### src/rtl/fetch_pkg.sv
// Shared types and constants for the instruction fetch stage.
package fetch_pkg;

  typedef enum logic [1:0] {
    REQ    = 2'd0,
    WAIT   = 2'd1,
    SQUASH = 2'd2,
    HALT   = 2'd3
  } fetch_state_t;

  localparam logic [15:0] PC_INC           = 16'd2;
  localparam logic [3:0]  DEFAULT_HALT_OPC = 4'hF;

endpackage

### src/rtl/fetch_unit_if.sv
// Bundle of the fetch stage's memory, downstream and redirect signals.
interface fetch_unit_if;

  logic        imem_req;
  logic [15:0] imem_addr;
  logic        imem_rdy;
  logic [15:0] imem_rdata;
  logic        if_valid;
  logic [15:0] if_instr;
  logic [15:0] if_pc;
  logic [15:0] if_pc_plus2;
  logic        id_ready;
  logic        redirect;
  logic [15:0] redirect_pc;
  logic        halted;

  modport master (
    output imem_req, imem_addr, if_valid, if_instr, if_pc, if_pc_plus2, halted,
    input  imem_rdy, imem_rdata, id_ready, redirect, redirect_pc
  );

  modport slave (
    input  imem_req, imem_addr, if_valid, if_instr, if_pc, if_pc_plus2, halted,
    output imem_rdy, imem_rdata, id_ready, redirect, redirect_pc
  );

endinterface

### src/rtl/fetch_pc_reg.sv
// 16-bit address register with write enable and a parameterised reset value.
module fetch_pc_reg #(
  parameter logic [15:0] RESET_VAL = 16'h0000
) (
  input  logic        clk,
  input  logic        rst_n,
  input  logic        i_we,
  input  logic [15:0] i_d,
  output logic [15:0] o_q
);

  logic [15:0] r_q;

  always_ff @(posedge clk or negedge rst_n) begin
    if (!rst_n) begin
      r_q <= RESET_VAL;
    end else if (i_we) begin
      r_q <= i_d;
    end
  end

  assign o_q = r_q;

endmodule

### src/rtl/fetch_unit.sv
// Instruction fetch stage: single-outstanding memory requests, redirect squash
// and HLT detection feeding the IF/ID register.
module fetch_unit
  import fetch_pkg::*;
#(
  parameter logic [15:0] RESET_PC = 16'h0000,
  parameter logic [3:0]  HALT_OPC = DEFAULT_HALT_OPC
) (
  input logic          clk,
  input logic          rst_n,
  fetch_unit_if.master bus
);

  fetch_state_t r_state, w_state_nxt;

  logic [15:0] w_pc, w_req_pc, w_if_pc, w_pc_d;
  logic        w_issue, w_capture, w_halt_hit, w_pc_we;
  logic        r_if_valid, r_halted;
  logic [15:0] r_if_instr, r_if_pc_plus2;

  fetch_pc_reg #(.RESET_VAL(RESET_PC)) u_pc_reg (
    .clk(clk), .rst_n(rst_n), .i_we(w_pc_we), .i_d(w_pc_d), .o_q(w_pc)
  );

  fetch_pc_reg #(.RESET_VAL(16'h0000)) u_req_pc (
    .clk(clk), .rst_n(rst_n), .i_we(w_issue), .i_d(w_pc), .o_q(w_req_pc)
  );

  fetch_pc_reg #(.RESET_VAL(16'h0000)) u_if_pc (
    .clk(clk), .rst_n(rst_n), .i_we(w_capture), .i_d(w_req_pc), .o_q(w_if_pc)
  );

  // Issue is gated by rst_n so no strobe escapes while reset is held.
  always_comb begin
    w_issue    = 1'b0;
    w_capture  = 1'b0;
    w_halt_hit = 1'b0;
    w_pc_we    = 1'b0;
    w_pc_d     = w_pc + PC_INC;
    w_issue    = rst_n & (r_state == REQ) & ~bus.redirect &
                 (~r_if_valid | bus.id_ready);
    w_capture  = (r_state == WAIT) & bus.imem_rdy & ~bus.redirect;
    w_halt_hit = (bus.imem_rdata[15:12] == HALT_OPC);
    w_pc_we    = bus.redirect | w_issue;
    if (bus.redirect) begin
      w_pc_d = bus.redirect_pc;
    end
  end

  always_comb begin
    w_state_nxt = r_state;
    if (bus.redirect) begin
      case (r_state)
        WAIT, SQUASH: w_state_nxt = bus.imem_rdy ? REQ : SQUASH;
        default:      w_state_nxt = REQ;
      endcase
    end else begin
      case (r_state)
        REQ:     if (w_issue) w_state_nxt = WAIT;
        WAIT:    if (bus.imem_rdy) w_state_nxt = w_halt_hit ? HALT : REQ;
        SQUASH:  if (bus.imem_rdy) w_state_nxt = REQ;
        HALT:    w_state_nxt = HALT;
        default: w_state_nxt = r_state;
      endcase
    end
  end

  always_ff @(posedge clk or negedge rst_n) begin
    if (!rst_n) begin
      r_state <= REQ;
    end else begin
      r_state <= w_state_nxt;
    end
  end

  // Redirect outranks both capture and drain of the output register.
  always_ff @(posedge clk or negedge rst_n) begin
    if (!rst_n) begin
      r_if_valid    <= 1'b0;
      r_if_instr    <= 16'h0000;
      r_if_pc_plus2 <= 16'h0000;
      r_halted      <= 1'b0;
    end else begin
      if (bus.redirect) begin
        r_if_valid <= 1'b0;
      end else if (w_capture) begin
        r_if_valid <= 1'b1;
      end else if (r_if_valid && bus.id_ready) begin
        r_if_valid <= 1'b0;
      end
      if (w_capture) begin
        r_if_instr    <= bus.imem_rdata;
        r_if_pc_plus2 <= w_req_pc + PC_INC;
      end
      if (bus.redirect) begin
        r_halted <= 1'b0;
      end else if (w_capture && w_halt_hit) begin
        r_halted <= 1'b1;
      end
    end
  end

  assign bus.imem_req    = w_issue;
  assign bus.imem_addr   = w_pc;
  assign bus.if_valid    = r_if_valid;
  assign bus.if_instr    = r_if_instr;
  assign bus.if_pc       = w_if_pc;
  assign bus.if_pc_plus2 = r_if_pc_plus2;
  assign bus.halted      = r_halted;

endmodule

### src/flat_wrapper.sv
// flat-port wrapper written by rule: the top's interface ports become plain ports
module fetch_unit_flat import fetch_pkg::*;
#(
  parameter logic [15:0] RESET_PC = 16'h0000,
  parameter logic [3:0]  HALT_OPC = DEFAULT_HALT_OPC
)
  (clk, rst_n, bus_imem_req, bus_imem_addr, bus_if_valid, bus_if_instr, bus_if_pc, bus_if_pc_plus2, bus_halted, bus_imem_rdy, bus_imem_rdata, bus_id_ready, bus_redirect, bus_redirect_pc);
  fetch_unit_if bus_i ();
  input logic clk;
  input logic rst_n;
  output wire logic [$bits(bus_i.imem_req)-1:0] bus_imem_req;
  output wire logic [$bits(bus_i.imem_addr)-1:0] bus_imem_addr;
  output wire logic [$bits(bus_i.if_valid)-1:0] bus_if_valid;
  output wire logic [$bits(bus_i.if_instr)-1:0] bus_if_instr;
  output wire logic [$bits(bus_i.if_pc)-1:0] bus_if_pc;
  output wire logic [$bits(bus_i.if_pc_plus2)-1:0] bus_if_pc_plus2;
  output wire logic [$bits(bus_i.halted)-1:0] bus_halted;
  input wire logic [$bits(bus_i.imem_rdy)-1:0] bus_imem_rdy;
  input wire logic [$bits(bus_i.imem_rdata)-1:0] bus_imem_rdata;
  input wire logic [$bits(bus_i.id_ready)-1:0] bus_id_ready;
  input wire logic [$bits(bus_i.redirect)-1:0] bus_redirect;
  input wire logic [$bits(bus_i.redirect_pc)-1:0] bus_redirect_pc;
  assign bus_imem_req = bus_i.imem_req;
  assign bus_imem_addr = bus_i.imem_addr;
  assign bus_if_valid = bus_i.if_valid;
  assign bus_if_instr = bus_i.if_instr;
  assign bus_if_pc = bus_i.if_pc;
  assign bus_if_pc_plus2 = bus_i.if_pc_plus2;
  assign bus_halted = bus_i.halted;
  assign bus_i.imem_rdy = bus_imem_rdy;
  assign bus_i.imem_rdata = bus_imem_rdata;
  assign bus_i.id_ready = bus_id_ready;
  assign bus_i.redirect = bus_redirect;
  assign bus_i.redirect_pc = bus_redirect_pc;
  fetch_unit #(.RESET_PC(RESET_PC), .HALT_OPC(HALT_OPC)) u_core (.clk(clk), .rst_n(rst_n), .bus(bus_i));
endmodule
### config.mk
export PLATFORM = sky130hd
export DESIGN_NAME = fetch_unit_flat
export DESIGN_NICKNAME = d
export VERILOG_FILES = /design/src/rtl/fetch_pkg.sv /design/src/rtl/fetch_unit_if.sv /design/src/rtl/fetch_pc_reg.sv /design/src/rtl/fetch_unit.sv /design/src/flat_wrapper.sv
export SDC_FILE = /design/constraint.sdc
export NUM_CORES = 1
export LEC_CHECK = 0
export ABC_CLOCK_PERIOD_IN_PS = 3250
export BUFFER_PORTS_ARGS = -buffer_cell sky130_fd_sc_hd__buf_2
export CELL_PAD_IN_SITES_DETAIL_PLACEMENT = 1
export CELL_PAD_IN_SITES_GLOBAL_PLACEMENT = 1
export CORE_ASPECT_RATIO = 1.1
export CORE_MARGIN = 2
export CORE_UTILIZATION = 44
export CTS_CLUSTER_DIAMETER = 60
export CTS_CLUSTER_SIZE = 10
export DETAILED_ROUTE_END_ITERATION = 10
export PLACE_DENSITY_LB_ADDON = 0.1
export SYNTH_ARGS = -nofsm -noshare
export SYNTH_HDL_FRONTEND = slang
export SYNTH_HIERARCHICAL = 1
export SYNTH_SLANG_ARGS = --single-unit
### constraint.sdc
create_clock -name clk -period 3.25 [get_ports clk]
set_input_delay 0.65 -clock clk [delete_from_list [all_inputs] [get_ports clk]]
set_output_delay 0.65 -clock clk [all_outputs]
set_load 0.01 [all_outputs]
Yosys cells after proc, flatten, opt, wreduce, memory -nomap -nowiden. Index checks and enable logic that the tools add are counted.

Logic and storage cells: 47. Register bits: 84.

Reductions and logical operators: 7. Add/subtract/negate cells: 2. Bitwise gates (word level): 9. Multiplexer cells: 14. Equality and inequality tests: 7.

Operator list (number): $add 16x2->16 const B (2); $mux 16 (1); $mux 2 (7); $ne 3x3->1 const B (3); $pmux 2 s4 (1); $and 1x1->1 (5); $mux 1 (5); $eq 2x2->1 const B (2); $eq 4x4->1 const B (1); $reduce_and 3->1 (1); $reduce_bool 3->1 (1); $eq 2x1->1 const B (1); $logic_and 1x1->1 (2); $logic_not 2->1 (1); $not 1->1 (2); $or 1x1->1 (2); $reduce_bool 2->1 (1); $reduce_or 2->1 (1).

Longest topological paths before layout. Gate-level depths: netlist (run 1).

Word-level depth: 7. Depth in mapped cells: 8.

Hierarchy. The synthesis (run 1) kept the hierarchy.

By module, submodules not included: fetch_unit (seq. area each 900.9 sq um, area each 2078.2 sq um, cells each 255, times used 1); fetch_pc_reg (seq. area each 400.4 sq um, area each 649.4 sq um, cells each 34, times used 3).

Worst setup path after synthesis (run 1). No wires, ideal clock.

Path kind: in2reg. From: in bus_redirect. To: reg u_core.u_if_pc.r_q[10], in the netlist u_core/u_if_pc/o_q[10]. Stages on the path: 7. Arrival time: 1907 ps. Path slack: 1217 ps. Setup time: 125 ps. Required time: 3125 ps. Path through: buf_2 > nand3b_1 > clkinv_1 > buf_2 > buf_6 > buf_12 > mux2_4.

Word-level cells in the longest chain between the ends: 2.

RTL lines: from (decl) (line flat_wrapper.sv:21) `input wire logic [$bits(bus_i.redirect)-1:0] bus_redirect;`; $not 1->1 (line fetch_unit.sv:42) `w_capture = (r_state == WAIT) & bus.imem_rdy & ~bus.redirect;`; $and 1x1->1 (line fetch_unit.sv:42); named net u_core.w_capture (line fetch_unit.sv:17) `logic w_issue, w_capture, w_halt_hit, w_pc_we;`; to (signal assigned) (line fetch_pc_reg.sv:18) `r_q <= i_d;`; to (decl) (line fetch_pc_reg.sv:12) `logic [15:0] r_q;`.

The timed path passes the listed nets, and every way through them passes these cells. A chain may end at the register's enable or synchronous reset.

Worst setup path after layout (run 1).
From: reg u_core.r_state[1]. To: reg u_core.r_if_instr[12], in the netlist u_core/bus.if_instr[12].

Word-level cells in the longest chain between the ends: 3.

RTL lines: from (decl) (line fetch_unit.sv:14) `fetch_state_t r_state, w_state_nxt;`; from (signal assigned) (line fetch_unit.sv:72) `r_state <= w_state_nxt;`; $eq 2x1->1 (line fetch_unit.sv:42); $and 1x1->1 (2 in series) (line fetch_unit.sv:42); to (signal assigned) (line fetch_unit.sv:92) `r_if_instr <= bus.imem_rdata;`; to (decl) (line fetch_unit.sv:19) `logic [15:0] r_if_instr, r_if_pc_plus2;`.

Every way passes these cells.

==> flow_metrics.env, run 1 <==
export IMPL_worstMarginPinSlew_ns=0.943
export IMPL_post_cts_buffers=0
export IMPL_grt_pass1_wl_mm=15.1
export IMPL_synth_compound_area_share_pct=4.38
export IMPL_clock_skew_ns=0.00574
export IMPL_totalWireLength_mm=9.22
export IMPL_ant_nets=0
export IMPL_crit_cells=8
export IMPL_r2r_cells=8
export IMPL_dieWidth_um=95.2
export IMPL_clock_path_buffers=2
export IMPL_finalSetupTns_ns=0
export IMPL_yosys_top_cells_area="dfrtp_1 52%, mux2_4 11%, nand2_1 8.8%"
export IMPL_setup_viol=0
export IMPL_grt_pass1_vias=2913
export IMPL_yosysSeqAreaShare_pct=52.2
export IMPL_antenna_found_initial=0
export IMPL_synth_seq_cells=84
export IMPL_postCtsHoldBufs=0
export IMPL_min_path_type="in -> async"
export IMPL_synth_mux_area_share_pct=17.0
export IMPL_synth_top_area_share_pct=52.2
export IMPL_slowest_delay_ns=0.49
export IMPL_crit_arrival_ns=2.45
export IMPL_utilization_pct=53.7
export IMPL_rows=36
export IMPL_ctsResizeCount=0
export IMPL_mostFrequentLayoutCells="102 x buf_2, 94 x nand2_1, 84 x dfrtp_1"
export IMPL_final_net_count=506
export IMPL_port_buffer_count=103
export IMPL_critPathBufInv=4
export IMPL_track_usage_pct=19.5
export IMPL_routedWlPerCell_um=15.9
export IMPL_finalHoldViolations=0
export IMPL_fmax_mhz=454
export IMPL_clockRootBuffer="clkbuf_8"
export IMPL_irDropWorstVdd_uv=321
export IMPL_die_area_um2=9930
export IMPL_clk_latency_ns=0.35
export IMPL_reg2reg_to="u_core/bus.if_instr[12]"
export IMPL_vias_per_cell=4.97
export IMPL_worstSetupStartpointType="register"
export IMPL_htree_levels=3
export IMPL_syn_cell_area_um2=4030
export IMPL_yosysTopAreaCell="dfrtp_1"
export IMPL_timing_max_cap_violations=0
export IMPL_clkTransAtPathRegs_ns=0.08
export IMPL_r2r_slack_ns=1.05
export IMPL_rsz0062_at_grt="false"
export IMPL_io_pins=104
export IMPL_grt_start_max_net_pins=75
export IMPL_chipHeight_um=104
export IMPL_yosysWarnings=6
export IMPL_syn_inst=357
export IMPL_drt_iter0_markers=53
export IMPL_yosys_area_share_simple_pct=14.6
export IMPL_synthAdderAreaFrac_pct=2.18
export IMPL_critPathKind="reg -> reg"
export IMPL_path_cells="inv_1 > ha_1 > nand3b_1 > clkinv_1 > buf_4 > buf_4 > nand2_1 > nand2_1"
export IMPL_cp_startpoint="u_core/r_state[1]"
export IMPL_core_um2=8870
export IMPL_synth_top_family_by_area="multiplexers"
export IMPL_first_pass_iters=4
export IMPL_slew_violations=0
export IMPL_slew_headroom_pct=37.1
export IMPL_start_util_pct=45.4
export IMPL_cts_tree="yes"
export IMPL_vias=2890
export IMPL_critical_path_top_delay_family="buffers and inverters"
export IMPL_synth_distinct_cells=33
export IMPL_gp_congestion=0.718
export IMPL_worst_setup_path_end_kind="register"
export IMPL_syn_to_final_growth_pct=18.4
export IMPL_cts_sinks=84
export IMPL_slowest_stage="clkinv_1"
export IMPL_synth_xor_area_share_pct=5.66
export IMPL_gr_total_overflow=0
export IMPL_drc=0
export IMPL_drive_above_1_share_pct=37.9
export IMPL_powerDensity_nw_per_um2=898
export IMPL_avgSynthCellArea_um2=11.3
export IMPL_final_common_cell="buf_2"
export IMPL_p_leak_nw=2.40
export IMPL_period_share_pct=67.8
export IMPL_syn_num_nets=401
export IMPL_critPathMaxFanout=15
export IMPL_timing_rr_start="u_core/r_state[1]"
export IMPL_place_hpwl_mm=6.73
export IMPL_num_antenna_cells=0
export IMPL_status="finished clean"
export IMPL_cts_made_buffers=9
export IMPL_cp_data_required_time_ns=3.49
export IMPL_min_period_ns=2.20
kinds of logic after synthesis:
family	after synthesis
compound gates	34
xor+xnor	26
fa+ha+maj	7
buf+inv	21
flops	84
mux	51
simple gates	134
layout make-up:
class | count | area (µm²)
repair buffers | 110 | 571
well taps | 114 | 143
clock inverters | 2 | 10.0
fillers | 1012 | 4110
flip-flops and latches | 84 | 2100
clock buffers | 14 | 153
inverters | 5 | 18.8
multi-input cells | 252 | 1770
metal layers:
layer / global-route usage [%] / part of all wire (%) / vias up
met5: 0 / 0 / -
met1: 28.5 / 47 / 1410
li1: - / - / 1400
met4: 6.00 / 1.4 / 0
met3: 4.49 / 4.5 / 11
met2: 28.8 / 47 / 69
how the worst max path moves through the flow:
| stage | slack [ns] | to |
|---|---|---|
| after global routing | 0.84 | u_core/bus.if_instr[11] |
| after floorplan | 1.22 | u_core/u_if_pc/o_q[10] |
| final | 1.05 | u_core/bus.if_instr[12] |
| after detailed placement | 0.99 | u_core/bus.if_instr[12] |
| after CTS | 1.01 | u_core/bus.if_instr[12] |
| after global placement | 1.04 | u_core/bus.if_instr[13] |
Yosys cell counts (all sizes together):
library cell,n
a21oi,2
a311oi,1
a31oi,1
and2,1
and3,4
and4,2
buf,13
clkbuf,3
clkinv,1
dfrtp,84
ha,7
inv,4
mux2,50
mux2i,1
nand2,94
nand2b,2
nand3,9
nand3b,1
nand4,6
nor2,14
nor3,1
o21ai,29
o22ai,1
xnor2,11
xor2,15
power breakdown:
group / internal [mW] / switching, mW / total [mW] / leakage (nW)
Sequential: 1.51 / 0.482 / 2.00 / 1.04
Combinational: 0.867 / 0.767 / 1.63 / 1.27
Clock: 0.298 / 0.352 / 0.650 / 0.0844
Total: 2.68 / 1.60 / 4.28 / 2.40
state kept, by name, summed over array words and instances, names as in the netlist:
signal / cells
u_core/bus.halted: 1
u_core/u_req_pc/o_q: 16
u_core/r_state: 2
u_core/bus.if_pc_plus2: 16
u_core/u_if_pc/o_q: 16
u_core/bus.if_instr: 16
u_core/u_pc_reg/o_q: 16
u_core/bus.if_valid: 1
metrics by stage:
step | hold slack (ns) | area (µm²) | instances | setup WS [ns] | power (mW)
2_1_floorplan | 0.354 | 4030 | 357 | 1.22 | 3.01
3_3_place_gp | 0.453 | 4600 | 565 | 1.04 | 3.59
3_5_place_dp | 0.461 | 4600 | 565 | 0.986 | 3.68
4_1_cts | 0.128 | 4770 | 581 | 1.01 | 4.34
5_1_grt | 0.127 | 4770 | 581 | 0.838 | 4.63
6_report | 0.140 | 4770 | 581 | 1.05 | 4.28
Note: power is estimated with default switching activity, not from simulation.
==> inputs of run 2 (changes only) <==
Settings changed: ABC_CLOCK_PERIOD_IN_PS 3250 to 2000, CORE_UTILIZATION 44 to 37.
Clock period 3.25 ns to 2 ns, I/O delays scaled along.
==> flow_metrics.env, run 2 (same netlist as run 1, synthesis figures left out) <==
export IMPL_mostFrequentLayoutCells="102 x buf_2, 94 x nand2_1, 84 x dfrtp_1"
export IMPL_io_pins=104
export IMPL_slew_headroom_pct=43.1
export IMPL_slowest_stage="dfrtp_1"
export IMPL_finalHoldViolations=0
export IMPL_rows=39
export IMPL_clk_latency_ns=0.34
export IMPL_pre_cts_slack_ns=0.179
export IMPL_clockRootBuffer="clkbuf_16"
export IMPL_start_util_pct=38.4
export IMPL_critPathBufInv=2
export IMPL_totalWireLength_mm=9.51
export IMPL_postCtsHoldBufs=0
export IMPL_gp_congestion=0.744
export IMPL_grt_pass1_vias=3008
export IMPL_reg2reg_to="u_core/u_pc_reg/o_q[13]"
export IMPL_vias=2916
export IMPL_critPathMaxFanout=4
export IMPL_ant_nets=0
export IMPL_endpoint="bus_imem_req"
export IMPL_cp_startpoint="u_core/r_state[0]"
export IMPL_cts_made_buffers=9
export IMPL_chipHeight_um=113
export IMPL_cts_sinks=84
export IMPL_gr_total_overflow=0
export IMPL_min_path_type="in -> async"
export IMPL_crit_arrival_ns=1.47
export IMPL_p_leak_nw=2.48
export IMPL_finalPower_mw=7.58
export IMPL_die_area_um2=11700
export IMPL_grt_pass1_wl_mm=15.7
export IMPL_first_pass_iters=4
export IMPL_period_share_pct=93.7
export IMPL_drt_iter0_markers=86
export IMPL_setup_viol=0
export IMPL_placed_cells=596
export IMPL_clock_path_buffers=2
export IMPL_r2r_cells=7
export IMPL_timing_max_cap_violations=0
export IMPL_finalSetupTns_ns=0
export IMPL_critical_path_top_delay_family="flip-flops"
export IMPL_grt_start_max_net_pins=69
export IMPL_worstMarginPinSlew_ns=0.853
export IMPL_num_antenna_cells=0
export IMPL_vias_per_cell=4.76
export IMPL_place_hpwl_mm=6.84
export IMPL_worst_setup_path_end_kind="output pin"
export IMPL_antenna_found_initial=0
export IMPL_slowest_delay_ns=0.41
export IMPL_routedWlPerCell_um=15.5
export IMPL_syn_to_final_growth_pct=23.9
export IMPL_cp_data_required_time_ns=1.60
export IMPL_core_um2=10500
export IMPL_setup_ws_ns=0.126
export IMPL_fmax_mhz=534
export IMPL_path_cells="inv_1 > ha_1 > nand3_1 > nor2_4 > buf_2"
export IMPL_status="finished clean"
export IMPL_track_usage_pct=17.4
export IMPL_fin_cells=613
export IMPL_port_buffer_count=103
export IMPL_slew_violations=0
export IMPL_htree_levels=3
export IMPL_crit_cells=5
export IMPL_clock_skew_ns=0.00699
export IMPL_final_common_cell="buf_2"
export IMPL_critPathKind="reg -> out"
export IMPL_dieWidth_um=103
export IMPL_cts_tree="yes"
export IMPL_powerDensity_nw_per_um2=1520
export IMPL_timing_rr_start="u_core/u_pc_reg/o_q[2]"
export IMPL_clkTransAtPathRegs_ns=0.06
export IMPL_drc=0
export IMPL_worstSetupStartpointType="register"
export IMPL_min_period_ns=1.87
export IMPL_irDropWorstVdd_uv=473
export IMPL_r2r_slack_ns=0.18
export IMPL_rsz0062_at_grt="false"
export IMPL_final_net_count=509
export IMPL_drive_above_1_share_pct=38.7
==> run 2: changes by cell type in the layout (fill, tap and decap cells not counted), sizes merged <==
| cell | change |
|---|---|
| bufinv | +1 |
| buf | +3 |
| clkbuf | -3 |
| clkinvlp | +1 |
| clkinv | +1 |
==> run 2: worst min-delay path by stage <==
stage | end | startpoint | slack [ns] | cells after the start
6_report | u_core/u_if_pc/o_q[3] | rst_n | 0.08 | 2
5_1_grt | u_core/u_if_pc/o_q[3] | rst_n | 0.09 | 2
4_1_cts | u_core/u_if_pc/o_q[3] | rst_n | 0.09 | 2
3_5_place_dp | u_core/u_if_pc/o_q[0] | rst_n | 0.45 | 2
3_3_place_gp | u_core/u_req_pc/o_q[0] | rst_n | 0.45 | 2
2_1_floorplan | u_core/bus.halted | rst_n | 0.10 | 0
==> run 2: per-layer routing <==
layer	global-route usage [%]	vias to the layer above	share of wire (%)
met5	0	-	0
met2	28.0	62	49
met3	3.74	10	4.9
met4	5.79	0	1.3
li1	-	1411	-
met1	23.0	1433	45
==> run 2: through the flow <==
step	utilization, %	hold slack [ns]	cell area (µm²)
2_1_floorplan	-	0.104	4030
3_3_place_gp	44.7	0.449	4690
3_5_place_dp	44.7	0.447	4690
4_1_cts	47.6	0.0851	4990
5_1_grt	47.6	0.0887	4990
6_report	47.6	0.0826	4990
==> run 2: what timing repair did <==
item                       in CTS  in global routing
gates resized for setup         1                  0
setup endpoints to repair       1                  0
buffers inserted                1                  0
hold endpoints to repair        0                  0
==> run 2: final cells by class <==
type / count / area, µm²
clock buffers: 11 / 233
clock inverters: 5 / 52.6
fillers: 1196 / 5500
inverters: 5 / 18.8
multi-input cells: 252 / 1770
flip-flops and latches: 84 / 2100
well taps: 143 / 179
repair buffers: 113 / 631
==> run 2: power by group <==
group / internal [mW] / total (mW) / switching [mW]
clock network: 0.961 / 1.61 / 0.645
logic: 1.46 / 2.75 / 1.29
registers: 2.47 / 3.23 / 0.762
